[src/rtl/divby4_stream_tx.sv]
// MSB-first serialiser feeding the divby4 detector, with a golden running-value-mod-4 flag.
// Continuous stream since reset: the flag history survives idle gaps and word boundaries.
//
// state | meaning
// IDLE  | dout_valid = 0, no word in flight, dout held at 0
// SHIFT | dout_valid = 1, cnt bits of the current word still to follow dout
module divby4_stream_tx #(
  parameter int WIDTH = 8
) (
  input  logic             clk,
  input  logic             rstn,
  input  logic [WIDTH-1:0] word_in,
  input  logic             word_valid,
  output logic             word_ready,
  output logic             dout,
  output logic             dout_valid,
  output logic             last,
  output logic             exp_divby4
);

  localparam int CW = $clog2(WIDTH);

  logic [WIDTH-1:0] sr;
  logic [CW-1:0]    cnt;
  logic [1:0]       hist;
  logic             accept;

  assign last       = dout_valid && (cnt == '0);
  assign word_ready = !dout_valid || last;
  assign accept     = word_valid && word_ready;
  // Value mod 4 of an MSB-first number is its two least significant bits.
  assign exp_divby4 = (hist == 2'b00);

  always_ff @(posedge clk or negedge rstn) begin
    if (!rstn) begin
      sr         <= '0;
      cnt        <= '0;
      hist       <= 2'b00;
      dout       <= 1'b0;
      dout_valid <= 1'b0;
    end else begin
      if (dout_valid) hist <= {hist[0], dout};
      if (accept) begin
        dout       <= word_in[WIDTH-1];
        sr         <= word_in << 1;
        cnt        <= CW'(WIDTH - 1);
        dout_valid <= 1'b1;
      end else if (dout_valid) begin
        if (cnt != '0) begin
          dout <= sr[WIDTH-1];
          sr   <= sr << 1;
          cnt  <= cnt - CW'(1);
        end else begin
          dout       <= 1'b0;
          dout_valid <= 1'b0;
        end
      end
    end
  end

endmodule
[config.mk]
export PLATFORM = sky130hd
export DESIGN_NAME = divby4_stream_tx
export DESIGN_NICKNAME = d
export VERILOG_FILES = /design/src/rtl/divby4_stream_tx.sv
export SDC_FILE = /design/constraint.sdc
export NUM_CORES = 1
export LEC_CHECK = 0
export ABC_AREA = 1
export ABC_CLOCK_PERIOD_IN_PS = 1800
export BUFFER_PORTS_ARGS = -buffer_cell sky130_fd_sc_hd__buf_2
export CAP_MARGIN = 20
export CORE_MARGIN = 5
export CORE_UTILIZATION = 45
export DETAILED_ROUTE_END_ITERATION = 16
export HOLD_SLACK_MARGIN = 0.05
export PLACE_DENSITY_LB_ADDON = 0.3
export SLEW_MARGIN = 10
export SYNTH_ARGS = -nofsm -noshare
export SYNTH_HDL_FRONTEND = slang
export SYNTH_SLANG_ARGS = --single-unit
[constraint.sdc]
create_clock -name clk -period 1.8 [get_ports clk]
set_input_delay 0.45 -clock clk [delete_from_list [all_inputs] [get_ports clk]]
set_output_delay 0.45 -clock clk [all_outputs]
set_load 0.03 [all_outputs]
==> out/summary.txt <==
Maximum fanout encountered on the critical timing path - 4
Power density over the cells - 1682 nW/µm²
Top achievable clock speed - 576.7 MHz
Antenna violations before repair - 0
Number of vias in the routed layout - 555
Slowest cell on the critical path - sky130_fd_sc_hd__dfrtp_1
Largest net degree at the start of global routing - 15
Final Instance Area - 834.6 µm²
Number of synthesized register bits - 14
Lkg Pwr - 0.0004645 µW
Placer Congestion - 0.7508
Mean post-synth cell area - 8.252 µm²
Minimum period implied by the final worst setup slack - 1.734 ns
R2R Path Start - cnt[1]
Run status - finished clean
Worst Hold Class - in -> async
Top-count cell post-synth - sky130_fd_sc_hd__nand2_1
Most repeated library cell on the critical path - sky130_fd_sc_hd__ha_4
Setup repair after global routing missed its margin - true
X dimension of the die - 48.06 µm
Summed instance area of the synthesized netlist - 651.9 µm²
Syn Inst Count - 79
CTS H-Tree Depth - 1
CTS clock-pin slew for the worst setup and hold paths - 0.08 ns
P&R area growth vs syn - 28.02%
Buffers added on ports - 15
Die span in y - 48.06 µm
Wire length after detailed routing - 1172 µm
Cell variety after synth - 13
Share of power burned in the clock network - 0.159
Share of flip-flops with an asynchronous set or reset - 1.000
CTS Buffer Depth - 2
Cell area reported after detailed placement - 745.7 µm²
Congestion Overflow GR - 0
Number of DRC markers in iteration 0 - 12
Number of pins exceeding their max-slew limit in the final report - 0
Clock tree root driver cell - sky130_fd_sc_hd__clkbuf_4
Clock latency at the later pin of the worst-skew pair - 0.28 ns
Layout cell share with drive strength beyond 1 - 0.3434
Total internal power - 826.0 µW
Layout Skew - 0.003635 ns
Mapped Nets - 92
Area share of the largest cell type after synthesis - 0.5374
Number of global-route vias before repair - 501
Switching power as a share of total power - 0.4117
Post-DP HPWL - 890.4 µm
Maximum cell stage delay along the critical path - 0.36 ns
Synthesis warning total - 0
Routed wire per std cell - 10.28 µm
Vias per cell - 4.868
Switching power total - 578.0 µW
Worst ir drop on vdd - 0.7285 mV
CP endpoint kind - primary output
DRC violations left - 0
Synth cell count leaders - 31 x sky130_fd_sc_hd__nand2_1, 14 x sky130_fd_sc_hd__dfrtp_1, 9 x sky130_fd_sc_hd__nand3_1
Relative slew slack - 0.7970
Global-route usage over all layers - 0.1272
Worst setup path class - reg -> out
Initial cell density of the core - 0.4887
Sinks on the clock net - 14
Cell Chain, Critical Path - inv_2 > ha_4 > ha_4 > inv_4 > nand2_4 > buf_6
I/O pins - 16
Total clock buffers created by CTS - 3
Most used flip-flop cell after synthesis - sky130_fd_sc_hd__dfrtp_1
Multi-input logic area - 280.3 µm²
CP Data Required Time - 1.35 ns
Fraction of power consumed by sequential logic - 0.366
# setup viols final - 0
Overall power - 1404 µW
ANT nets after route - 0
Data arrival time at the worst-slack endpoint - 1.28 ns
Die ar. - 2310 µm²
Total Negative Setup Slacks - 0 ns
Length of the first detailed-routing pass in iterations - 4
Core Box Area - 1334 µm²
Launch point of the critical path - cnt[1]
Fillcell total - 123
Count of inserted antenna diode cells - 0
Row count - 13
Library cell occupying the most area in the post-synthesis netlist - sky130_fd_sc_hd__dfrtp_1
Register-to-register path setup slack - 0.53 ns
Hold buffers post-CTS - 0
CTS tree - built
Period utilisation layout - 0.9634
Final hold violations - 0
Max-cap viol count - 0
Relative contribution of combinational cells to total power - 0.475
First-pass GRT wire length - 1994 µm
Register Area - 350.3 µm²
Top cells by area in the synthesized netlist - sky130_fd_sc_hd__dfrtp_1 54%, sky130_fd_sc_hd__nand2_1 18%, sky130_fd_sc_hd__nand3_1 6.9%
EDFF count, synth - 0
Type of origin of the critical path - flip-flop
Sequential fraction of the synthesis area - 0.5374
Worst Max-Slew Pin Slew - 0.3044 ns
Net count, final - 113
[worst max-delay path: cells and delay by family, from the launching register on]
family                   cells  cell delay, ns
buffers and inverters        3            0.26
flip-flops                   1            0.36
AND/OR/NAND/NOR              1            0.06
adder cells (fa/ha/maj)      2            0.32
[sequential cells by signal, summed over array words and instances, names as in the netlist]
signal,cells
cnt,3
hist,2
sr,7
dout_valid,1
dout,1
[placed cells by master, fill, tap and decap left out]
cell | synthesis | layout
sky130_fd_sc_hd__dfrtp_1 | 14 | 14
sky130_fd_sc_hd__nand2_1 | 31 | 31
sky130_fd_sc_hd__buf_2 | 0 | 13
sky130_fd_sc_hd__nand2_4 | 1 | 2
sky130_fd_sc_hd__ha_4 | 0 | 2
sky130_fd_sc_hd__nand2_2 | 2 | 1
sky130_fd_sc_hd__nor2_4 | 1 | 1
sky130_fd_sc_hd__buf_4 | 0 | 1
sky130_fd_sc_hd__o21ai_0 | 2 | 2
sky130_fd_sc_hd__inv_4 | 1 | 2
sky130_fd_sc_hd__inv_1 | 7 | 5
sky130_fd_sc_hd__clkbuf_8 | 0 | 1
sky130_fd_sc_hd__buf_6 | 0 | 2
sky130_fd_sc_hd__nor2_1 | 1 | 1
sky130_fd_sc_hd__clkbuf_4 | 0 | 3
sky130_fd_sc_hd__nand3_1 | 9 | 9
sky130_fd_sc_hd__inv_2 | 5 | 6
sky130_fd_sc_hd__o21ai_1 | 3 | 3
[per-layer routing]
| metal | routed length (µm) | share of wire | track usage |
|---|---|---|---|
| met5 | 0 | 0 | 0 |
| met4 | 0 | 0 | 0.06452 |
| met3 | 98 | 0.084 | 0.03383 |
| met2 | 541 | 0.46 | 0.1979 |
| met1 | 531 | 0.45 | 0.1613 |
[worst paths after layout]
path	end	cells past startpoint
max in group asynchronous	sr[2]	1
min in group clk	sr[1]	3
setup / recovery	word_ready	6
hold reg to reg	sr[1]	2
setup reg to reg	cnt[2]	7
hold / removal	cnt[1]	1
[area by class of cell]
type / count / share of cell area
Sequential cell: 14 / 0.4198
Multi-Input combinational cell: 52 / 0.3358
Timing Repair Buffer: 16 / 0.1139
Inverter: 13 / 0.06447
Clock buffer: 4 / 0.04348
Tap cell: 15 / 0.02249
[kinds of logic after synthesis]
group,synth area share
adders and majority gates,0.03838
and+or+nand+nor,0.3071
AOI/OAI and AO/OA,0.03838
DFF,0.5374
buffers and inverters,0.07871
[power groups by stage]
stage | registers (µW) | logic (µW) | clock network (µW)
global placement | 512 | 554 | 0
finish | 514 | 667 | 223
CTS | 510 | 632 | 230
global route | 526 | 760 | 247
floorplan | 530 | 415 | 0
detailed placement | 515 | 575 | 0
[repair_timing]
item,4_1_cts,5_1_grt
pin swaps,1,2
gates resized for setup,7,5
setup endpoints to repair,2,2
setup buffers,0,1
[through the flow]
step           hold WS (ns)    util  setup slack [ns]  cells
2_1_floorplan        0.1544       -            0.2969     79
3_3_place_gp         0.3612  0.5591            0.1898    109
3_5_place_dp         0.3631  0.5591            0.1575    109
4_1_cts             0.05825  0.6079          0.003099    113
5_1_grt             0.05850  0.6257         -0.005323    114
6_report            0.04823  0.6257           0.06589    114
(Power assumes the default switching activity.)
